File: src/rtl/eret_return_ctrl.sv
// eret_return_ctrl: exception-return sequencer, which tracks nesting depth and runs ERET
// through flush, drain, redirect and EPC restore (or EXL clear).
module eret_return_ctrl #(
    parameter int MAX_DEPTH     = 2,
    parameter int DEPTH_W       = 2,
    parameter int DRAIN_TIMEOUT = 16
) (
    input  logic               clk,
    input  logic               rst,
    input  logic               eret_req_i,
    input  logic               exc_enter_i,
    input  logic [31:0]        epc_data_i,
    input  logic               drain_ack_i,
    input  logic               redirect_ready_i,
    output logic               flush_o,
    output logic               redirect_valid_o,
    output logic [31:0]        redirect_pc_o,
    output logic               epc_restore_o,
    output logic               nepc_pop_o,
    output logic               exl_clear_o,
    output logic               busy_o,
    output logic [DEPTH_W-1:0] depth_o,
    output logic               underflow_err_o,
    output logic               overflow_err_o,
    output logic               drain_timeout_o
);
    localparam int CW = $clog2(DRAIN_TIMEOUT + 1);
    typedef enum logic [2:0] {IDLE, FLUSH, DRAIN, REDIRECT, RESTORE} state_t;
    state_t state_q;
    logic [DEPTH_W-1:0] depth_q;
    logic [CW-1:0] cnt_q;
    logic [31:0] ret_pc_q;
    logic flush_q, rv_q, restore_q, exl_q, uf_q, of_q, to_q;
    always_ff @(posedge clk) begin
        if (rst) begin
            state_q   <= IDLE;
            depth_q   <= '0;
            cnt_q     <= '0;
            ret_pc_q  <= '0;
            flush_q   <= 1'b0;
            rv_q      <= 1'b0;
            restore_q <= 1'b0;
            exl_q     <= 1'b0;
            uf_q      <= 1'b0;
            of_q      <= 1'b0;
            to_q      <= 1'b0;
        end else begin
            flush_q   <= 1'b0;
            restore_q <= 1'b0;
            exl_q     <= 1'b0;
            uf_q      <= 1'b0;
            of_q      <= 1'b0;
            to_q      <= 1'b0;
            if (exc_enter_i) begin
                if (depth_q < DEPTH_W'(MAX_DEPTH)) depth_q <= depth_q + DEPTH_W'(1);
                else of_q <= 1'b1;
            end
            case (state_q)
                IDLE: if (eret_req_i && !exc_enter_i) begin
                    if (depth_q != '0) begin
                        ret_pc_q <= epc_data_i;
                        flush_q  <= 1'b1;
                        state_q  <= FLUSH;
                    end else begin
                        uf_q <= 1'b1;
                    end
                end
                FLUSH: begin
                    cnt_q   <= '0;
                    state_q <= exc_enter_i ? IDLE : DRAIN;
                end
                DRAIN: begin
                    if (exc_enter_i) begin
                        state_q <= IDLE;
                    end else if (drain_ack_i || cnt_q == CW'(DRAIN_TIMEOUT - 1)) begin
                        to_q    <= !drain_ack_i;
                        rv_q    <= 1'b1;
                        state_q <= REDIRECT;
                    end else begin
                        cnt_q <= cnt_q + CW'(1);
                    end
                end
                REDIRECT: begin
                    // an exception in the same cycle wins over the handshake
                    if (exc_enter_i) begin
                        rv_q    <= 1'b0;
                        state_q <= IDLE;
                    end else if (redirect_ready_i) begin
                        rv_q      <= 1'b0;
                        depth_q   <= depth_q - DEPTH_W'(1);
                        restore_q <= depth_q > DEPTH_W'(1);
                        exl_q     <= depth_q <= DEPTH_W'(1);
                        state_q   <= depth_q > DEPTH_W'(1) ? RESTORE : IDLE;
                    end
                end
                RESTORE: state_q <= IDLE;
                default: state_q <= IDLE;
            endcase
        end
    end
    assign flush_o          = flush_q;
    assign redirect_valid_o = rv_q;
    assign redirect_pc_o    = rv_q ? ret_pc_q : 32'h0;
    assign epc_restore_o    = restore_q;
    assign nepc_pop_o       = restore_q;
    assign exl_clear_o      = exl_q;
    assign busy_o           = state_q != IDLE;
    assign depth_o          = depth_q;
    assign underflow_err_o  = uf_q;
    assign overflow_err_o   = of_q;
    assign drain_timeout_o  = to_q;
endmodule

File: config.mk
export PLATFORM = sky130hd
export DESIGN_NAME = eret_return_ctrl
export DESIGN_NICKNAME = d
export VERILOG_FILES = /design/src/rtl/eret_return_ctrl.sv
export SDC_FILE = /design/constraint.sdc
export NUM_CORES = 1
export LEC_CHECK = 0
export ABC_CLOCK_PERIOD_IN_PS = 3600
export CAP_MARGIN = 20
export CORE_ASPECT_RATIO = 1.25
export CORE_MARGIN = 3
export CORE_UTILIZATION = 48
export CTS_BUF_LIST = sky130_fd_sc_hd__clkbuf_4 sky130_fd_sc_hd__clkbuf_8 sky130_fd_sc_hd__clkbuf_16
export DETAILED_ROUTE_END_ITERATION = 8
export GPL_TIMING_DRIVEN = 0
export PLACE_DENSITY = 0.85
export SLEW_MARGIN = 20
export SYNTH_ARGS = -nofsm -noshare
export SYNTH_HDL_FRONTEND = slang
export SYNTH_SLANG_ARGS = --single-unit
File: constraint.sdc
create_clock -name clk -period 3.6 [get_ports clk]
set_input_delay 0.72 -clock clk [delete_from_list [all_inputs] [get_ports clk]]
set_output_delay 0.72 -clock clk [all_outputs]
set_load 0.05 [all_outputs]
# Yosys cells after proc, flatten, opt, wreduce, memory -nomap -nowiden

Cells that the tools add are included.

Flip-flop bits (word level): 49
Memory bits (writable): 0
ROM bits: 0
Input port bits: 38
Word-level logic and storage cells: 78
Memories kept: 0
Output and inout port bits: 43
Latch bits: 0

Divide/modulo/power cells: 0
Equal/unequal tests: 11
Muxes and demuxes: 26
Shift-type cells: 0
Add/subtract/negate cells: 3
Reduce and logical (&&, ||, !) cells: 17
Multipliers: 0
Bitwise logic cells: 7
$lt $le $gt $ge: 3

Operators with widths:

| cell                  | count |
|---|---|
| $mux W32              | 1 |
| $mux W3               | 7 |
| $mux W2               | 6 |
| $pmux W3 S4           | 1 |
| $mux W5               | 2 |
| $ne A2 B2 Y1 const B  | 5 |
| $pmux W5 S2           | 1 |
| $reduce_and A4 Y1     | 2 |
| $reduce_or A4 Y1      | 2 |
| $mux W1               | 7 |
| $not A1 Y1            | 7 |
| $eq A3 B2 Y1 const B  | 2 |
| $ne A3 B3 Y1 const B  | 2 |
| $reduce_and A3 Y1     | 2 |
| $reduce_bool A2 Y1    | 3 |
| $add A5 B1 Y5 const B | 1 |
| $eq A5 B4 Y1 const B  | 1 |
| $eq A3 B1 Y1 const B  | 1 |
| $logic_not A3 Y1      | 1 |
| $reduce_bool A3 Y1    | 1 |
| $reduce_or A3 Y1      | 1 |
| $add A2 B1 Y2 const B | 1 |
| $gt A2 B1 Y1 const B  | 1 |
| $le A2 B1 Y1 const B  | 1 |
| 7 further kinds       | 8 |

# Longest topological paths before layout

Gate-level depths: netlist of run 1.

Depth after elaboration: 6
Gate-level depth with buffers: 7
Gate-level depth less buffers: 6

# Least setup slack after synthesis of run 1

OpenSTA, ideal clock, no wires.

Path kind: flip-flop to flip-flop
From: register cnt_q[0]
To: register cnt_q[3]
Required time: 3480 ps
Clock period less this slack: 2226 ps
Buffers on the path: 1
Arrival: 2107 ps
Cell stages (with the launch flop): 8
Setup time: 120 ps
Path slack: 1374 ps
Cells stage by stage: dfxtp_1 ha_1 and3_1 ha_1 or4b_1 buf_2 o311a_1 a211o_1

Longest elaborated chain between the ends: 4
Elaborated cells on any way between the ends: 8
Classes of those cells: add/sub (1); eq/ne (2); mux (3); reduce/logical (2)

Ends and longest elaborated chain:

| what                                             | RTL line | source |
|---|---|---|
| start: declaration                               | 31       | `logic [CW-1:0] cnt_q;` |
| start signal: assignment                         | 80       | `cnt_q <= cnt_q + CW'(1);` |
| $add A5 B1 Y5 or $eq A5 B4 Y1 (tied branches)    | 80, 75   |  |
| $mux W5 or $logic_or A1 B1 Y1 (tied branches)    | 75       | `end else if (drain_ack_i \|\| cnt_q == CW'(DRAIN_TIMEOUT - 1)) begin` |
| $mux W5 or $ne A2 B2 Y1 (tied branches)          | -        |  |
| $pmux W5 S2 or $reduce_and A3 Y1 (tied branches) | -        |  |

Several ways; a longest one is shown, not always the timed one. The select of a mux whose other input is x is not followed.
A chain may end at the register's enable or synchronous reset.

# Final worst setup path of run 1

From: register state_q[0]
To: output port busy_o

Longest elaborated chain between the ends: 1

Ends and longest elaborated chain:

| what                     | RTL line | source |
|---|---|---|
| start: declaration       | 29       | `state_t state_q;` |
| start signal: assignment | 70       | `state_q <= exc_enter_i ? IDLE : DRAIN;` |
| start signal: assignment | 93       | `state_q <= depth_q > DEPTH_W'(1) ? RESTORE : IDLE;` |
| $reduce_bool A3 Y1       | 107      | `assign busy_o = state_q != IDLE;` |
| end: declaration         | 21       | `output logic busy_o,` |

No other way between the ends.

==> reports/metrics.csv, run 1 <==
stage;metric;value;unit
status;run status;completed;
clock_tree;Clk pin slew, worst setup/hold paths;0.09;ns
yosys;Syn Nets;314;
place;Buffers on Ports;79;
clock_tree;Post-CTS Hold Fix Bufs;0;
sta;final period utilization;87.83;%
power;Pleak;1.126;nW
worst_setup_path;Max FO, Critical Path;10;
worst_setup_path;CP arrival;2.44;ns
yosys;asr flop ratio synth;0;%
worst_setup_path;Buf/Inv on CP;4;
route;vias per cell;5.568;
layout;diodes inserted;0;
clock_tree;clk sinks;49;
yosys;Synth area leader;dfxtp_1;
worst_setup_path;delay-heaviest family, CP;buffers and inverters;
worst_setup_path;CP Launch Type;flip-flop;
power;VDD IR-drop max;0.0003003;V
clock_tree;H-tree depth;2;
sta;Setup-failing EPs final;0;
die;Initial Utilization;50.36;%
clock_tree;Post-CTS Setup Bufs;0;
sta;Slew headroom;60.92;%
yosys;Seq/Total Area, Yosys;43.68;%
grt;GRT Overall Usage;24.25;%
route;Post-DRT Antenna Nets;0;
die;Die Span X;67.18;um
sta;minimum clock period;3.162;ns
worst_setup_path;Crit Path Category;flip-flop to output port;
sta;Worst Tran Pin Value;0.5850;ns
clock_tree;worst-skew pair later-pin latency;0.31;ns
grt;global-route wire length before repair;10260;um
worst_setup_path;CP peak stage delay;0.88;ns
worst_setup_path;Most Frequent Cell on Critical Path;clkbuf_1;
power;pwr/cell area;348.3;nW/um^2
yosys;top post-synthesis cells by area;dfxtp_1 44%, and2_1 8.9%, a21oi_1 8.7%;
route;DRC Markers;0;
sta;final setup TNS;0;ns
clock_tree;TritonCTS Buffers;5;
route;DR vias;2322;
yosys;Post-Syn Instances;272;
place;dpl ws;0.7950;ns
route;number of DRC markers in iteration 0;110;
layout;share of layout cells above drive strength 1;4.735;%
worst_setup_path;CP endpoint kind;output port;
layout;P&R area growth vs syn;43.79;%
yosys;Post-synth EDFFs;0;
die;row count;27;
yosys;Primary FF master, synth;dfxtp_1;
route;drt pass-1 iters;4;
grt;initial antenna violation count;0;
sta;Fin. Hold Viols;0;
sta;Worst Clk Skew;0.003137;ns
sta;RSZ-0062 raised after global routing;no;
yosys;Avg Cell Area, Syn;8.257;um^2
worst_setup_path;Worst path slowest cell;clkdlybuf4s50_1;
die;IO Pins;81;
yosys;synth cell count leaders;49 x dfxtp_1, 39 x a21oi_1, 36 x o21ai_0, 33 x nand3_1, 32 x and2_1;
grt;grt ovf;0;
clock_tree;CTS tree;done;
place;GPL Wtd Cong;0.8004;
worst_setup_path;sequence of cells on the critical path;clkbuf_1, nor3_2, inv_1, clkbuf_1, clkdlybuf4s50_1;
clock_tree;clk root buf;clkbuf_8;
yosys;most common cell in the netlist;dfxtp_1;
grt;largest net degree at the start of global routing;15;
yosys;Synth Register Bits;49;
yosys;Yosys top cell area share;43.68;%
place;post-detail-place hpwl;4479;um
job;MaxCap Viol Count;0;
sta;FMAX;0.3163;GHz
yosys;Syn Std Cell Area;2246;um^2
die;DIE AREA;5541;um^2
route;post-DR wirelength/cell;14.95;um
clock_tree;clock buffer depth;2;
sta;Final Max Slew Viols;0;
route;wirelength, routed;6235;um
sta;Worst Slack Setup Final;0.4380;ns
clock_tree;CTS resizes;0;
worst_setup_path;Worst Path Required;2.88;ns
die;core area;4459;um^2
worst_hold_path;Hold/Removal Path Class;flip-flop to flip-flop;
grt;vias in the first global route;2305;
yosys;Synth warnings;0;
layout;fin nets;400;
yosys;Cell variety after synth;40;
die;Die H;82.48;um
-- cell type report --
type,instances,area [um^2]
Clock buffer,7,90.09
Timing Repair Buffer,79,790.8
Buffer,27,107.6
Inverter,6,22.52
Sequential cell,49,980.9
Clock inverter,1,30.03
Tap cell,58,72.57
Fill cell,364,1230
Multi-Input combinational cell,190,1135
-- stage by stage --
stage                     utilization (%)  hold slack, ns  power (mW)  std cells  instance area, um^2
final                               72.42          0.4735       1.125        417                 3229
after global routing                72.42          0.5007       1.170        417                 3229
after CTS                           72.42          0.4753       1.128        417                 3229
after detailed placement            69.73          0.4626      0.7198        409                 3109
after global placement              69.73          0.4562      0.7166        409                 3109
after floorplan                         -          0.4489      0.6519        272                 2246
-- flip-flops by register name, summed over array words and instances (netlist names) --
register          flops
epc_restore_o         1
exl_clear_o           1
flush_o               1
underflow_err_o       1
depth_o               2
cnt_q                 5
state_q               3
redirect_valid_o      1
overflow_err_o        1
ret_pc_q             32
drain_timeout_o       1
-- report_power, final --
part / total (mW) / switching (mW) / leakage (nW) / internal [mW]
clock network: 0.417 / 0.182 / 0.0619 / 0.234
registers: 0.566 / 0.00753 / 0.397 / 0.559
logic: 0.142 / 0.0759 / 0.667 / 0.0660
-- layout by cell type, fill, tap and decap left out, types with 2 or more instances in the layout --
master           count
and2_1              32
nand2b_1             3
nor4b_1              2
a21oi_1             39
or4b_1               2
or3b_2               2
nand3_1             33
o311ai_0             2
buf_2                2
clkbuf_8             6
o21ai_0             36
nand2_1              2
clkdlybuf4s50_1     79
inv_1                6
nor2_1               3
dfxtp_1             49
nor3b_1              2
nor3_1               4
clkbuf_1            24
mux2i_1              2
and3_1               3
ha_1                 4
-- routing by layer --
metal	vias up	GRT usage (%)	wire (um)
met5	-	0	0
met4	0	9.939	151
met3	16	8.119	430
met2	79	40.41	3151
met1	1096	28.35	2502
li1	1131	-	-
-- worst reg2reg max path: stages, from the launching register on --
cell,delay [ns]
dfxtp_1,0.36
ha_1,0.23
and3_1,0.19
ha_1,0.20
or4b_1,0.49
buf_2,0.18
o311a_1,0.33
a211o_1,0.30
-- worst paths after layout --
check	slack (ns)	depth (start not counted)	endpoint	startpoint
worst min register to register	0.47	2	ret_pc_q[20]$_SDFFE_PP0P_	ret_pc_q[20]$_SDFFE_PP0P_
worst max-delay path	0.44	5	busy_o	state_q[0]$_SDFFE_PP0P_
worst max register to register	1.22	7	cnt_q[3]$_SDFFE_PP0P_	cnt_q[0]$_SDFFE_PP0P_
worst min-delay path	0.47	2	ret_pc_q[20]$_SDFFE_PP0P_	ret_pc_q[20]$_SDFFE_PP0P_
-- cells by family (layout without fill, tap and decap cells) --
family,after synthesis,after routing,synth area share [%]
XOR/XNOR,1,1,0.3900
buffers and inverters,33,120,5.794
AND/OR/NAND/NOR,97,97,26.07
AO/OA/AOI/OAI,86,86,20.95
adder cells (fa/ha/maj),4,4,2.229
multiplexers,2,2,0.8914
flip-flops,49,49,43.68
(Power assumes the default switching activity.)
==> run 2: changes to the inputs <==
HOLD_SLACK_MARGIN = 0.05   (was not set)
==> results of run 2 <==
Final layout, timing and power as in run 1 (identical DEF).
==> run 3: changes to the inputs <==
CORE_ASPECT_RATIO = 1.75   (was 1.25)
==> reports/metrics.csv, run 3 (synthesis results as in run 1) <==
stage;metric;value;unit
clock_tree;CTS tree;done;
layout;most frequent cells in the layout;79 x clkdlybuf4s50_1, 49 x dfxtp_1, 39 x a21oi_1;
worst_setup_path;Buf/Inv on CP;4;
layout;P&R area growth vs syn;42.06;%
layout;Top reg by flops;ret_pc_q;
layout;fin nets;400;
place;GPL Wtd Cong;0.7878;
sta;Slew headroom;63.44;%
power;Int Pwr;785.2;uW
layout;Top Registers;ret_pc_q (32), cnt_q (5), state_q (3);
sta;RSZ-0062 raised after global routing;no;
worst_hold_path;Hold/Removal Path Class;flip-flop to flip-flop;
worst_setup_path;CP Launch Type;flip-flop;
die;IO Pins;81;
worst_setup_path;CP endpoint kind;output port;
grt;vias in the first global route;2062;
worst_setup_path;Worst R2R Path Depth;7;
layout;diodes inserted;0;
clock_tree;Post-CTS Setup Bufs;0;
route;post-DR wirelength/cell;14.78;um
sta;Fin. Hold Viols;0;
sta;final setup TNS;0;ns
route;DRC Markers;0;
layout;max reg flops;32;
power;switching share of power;24.79;%
clock_tree;TritonCTS Buffers;5;
sta;Worst Tran Pin Value;0.5472;ns
sta;FMAX;0.3141;GHz
clock_tree;Clk pin slew, worst setup/hold paths;0.09;ns
die;core area;4444;um^2
job;MaxCap Viol Count;0;
worst_setup_path;Worst Path Required;2.88;ns
clock_tree;CTS resizes;0;
power;Pleak;1.112;nW
worst_setup_path;CP peak stage delay;0.88;ns
sta;hold_ws;0.4754;ns
layout;sequential cell area;980.9;um^2
worst_setup_path;CP arrival;2.46;ns
status;run status;completed;
die;DIE AREA;5568;um^2
clock_tree;clock buffer depth;2;
grt;initial antenna violation count;0;
worst_setup_path;Reg-to-Reg End;cnt_q[3]$_SDFFE_PP0P_;
layout;Core Util, Final;71.79;%
route;Post-DRT Antenna Nets;0;
power;sw power;258.8;uW
layout;Filler cells;370;
worst_setup_path;CP Capture Point;busy_o;
power;VDD IR-drop max;0.0004329;V
route;wirelength, routed;6044;um
grt;GRT Overall Usage;21.07;%
clock_tree;clk root buf;clkbuf_8;
worst_setup_path;Crit Path Category;flip-flop to output port;
route;DR vias;2309;
clock_tree;worst-skew pair later-pin latency;0.30;ns
grt;largest net degree at the start of global routing;14;
worst_setup_path;delay-heaviest family, CP;buffers and inverters;
place;post-detail-place hpwl;4423;um
die;Initial Utilization;50.53;%
worst_setup_path;Max FO, Critical Path;10;
die;Die H;96.49;um
grt;global-route wire length before repair;9197;um
clock_tree;Post-CTS Hold Fix Bufs;0;
die;row count;32;
layout;most common cell after layout, fill and taps aside;clkdlybuf4s50_1;
worst_setup_path;Crit. Startpoint;state_q[0]$_SDFFE_PP0P_;
worst_setup_path;Crit path depth;5;
power;pwr/cell area;327.2;nW/um^2
route;drt pass-1 iters;4;
sta;Final Max Slew Viols;0;
route;number of DRC markers in iteration 0;87;
layout;combined area of the multi-input logic cells;1135;um^2
clock_tree;clk sinks;49;
sta;minimum clock period;3.184;ns
power;clock group share of total power;32.1;%
clock_tree;H-tree depth;2;
sta;final period utilization;88.45;%
power;Reg power frac;54.2;%
place;Buffers on Ports;79;
worst_setup_path;Most Frequent Cell on Critical Path;clkbuf_1;
worst_setup_path;r2r startpoint;cnt_q[0]$_SDFFE_PP0P_;
layout;share of layout cells above drive strength 1;4.469;%
grt;grt ovf;0;
worst_setup_path;sequence of cells on the critical path;clkbuf_1, nor3_2, inv_1, clkbuf_1, clkdlybuf4s50_1;
sta;Setup-failing EPs final;0;
sta;Worst Clk Skew;0.006820;ns
route;vias per cell;5.645;
worst_setup_path;slack of the worst reg-to-reg path;1.19;ns
worst_setup_path;Worst path slowest cell;clkdlybuf4s50_1;
die;Die Span X;57.71;um
power;Combinational Power Share;13.7;%
[run 3: cell count changes in the layout (fill, tap and decap cells not counted)]
cell | before | now
bufinv_16 | 1 | 0
[run 3: layout make-up]
type                    count  share of cell area, %
plain buffers              27                  3.373
clock buffers               7                  2.824
inverters                   6                 0.7059
multi-input cells         190                  35.57
flip-flops and latches     49                  30.75
well taps                  51                  2.000
repair buffers             79                  24.78
[run 3: layer usage]
| metal | track usage [%] | share of wire (%) | vias to the layer above |
|---|---|---|---|
| met3 | 4.521 | 5.5 | 14 |
| met2 | 37.55 | 54 | 76 |
| met4 | 9.091 | 2.2 | 0 |
| li1 | - | - | 1129 |
| met5 | 0 | 0 | - |
| met1 | 23.74 | 38 | 1090 |
[run 3: worst register-to-register path: cells and delay by family (launching register included)]
family / cells / cell delay (ns)
and+or+nand+nor: 2 / 0.69
DFF: 1 / 0.36
AOI/OAI and AO/OA: 2 / 0.64
adders and majority gates: 2 / 0.44
buffers and inverters: 1 / 0.19
[run 3: stage by stage]
step	power, mW	worst slack [ns]	area, um^2	std cells
floorplan	0.6519	1.374	2246	272
global placement	0.7178	0.7755	3100	402
detailed placement	0.7204	0.7740	3100	402
CTS	1.047	0.4223	3191	409
global route	1.082	0.2469	3191	409
finish	1.044	0.4159	3191	409
[run 3: worst min-delay path by stage]
stage,start,to,slack [ns],cells after the start
floorplan,ret_pc_q[0]$_SDFFE_PP0P_,ret_pc_q[0]$_SDFFE_PP0P_,0.45,2
global placement,ret_pc_q[3]$_SDFFE_PP0P_,ret_pc_q[3]$_SDFFE_PP0P_,0.46,2
detailed placement,ret_pc_q[19]$_SDFFE_PP0P_,ret_pc_q[19]$_SDFFE_PP0P_,0.46,2
CTS,ret_pc_q[19]$_SDFFE_PP0P_,ret_pc_q[19]$_SDFFE_PP0P_,0.47,2
global route,ret_pc_q[19]$_SDFFE_PP0P_,ret_pc_q[19]$_SDFFE_PP0P_,0.49,2
finish,ret_pc_q[24]$_SDFFE_PP0P_,ret_pc_q[24]$_SDFFE_PP0P_,0.48,2
[run 3: power by group through the flow]
stage	combinational [mW]	clock, mW	sequential [mW]
after CTS	0.143	0.339	0.566
after global routing	0.156	0.358	0.568
after global placement	0.140	0	0.578
after floorplan	0.0642	0	0.588
final	0.143	0.335	0.566
after detailed placement	0.142	0	0.579
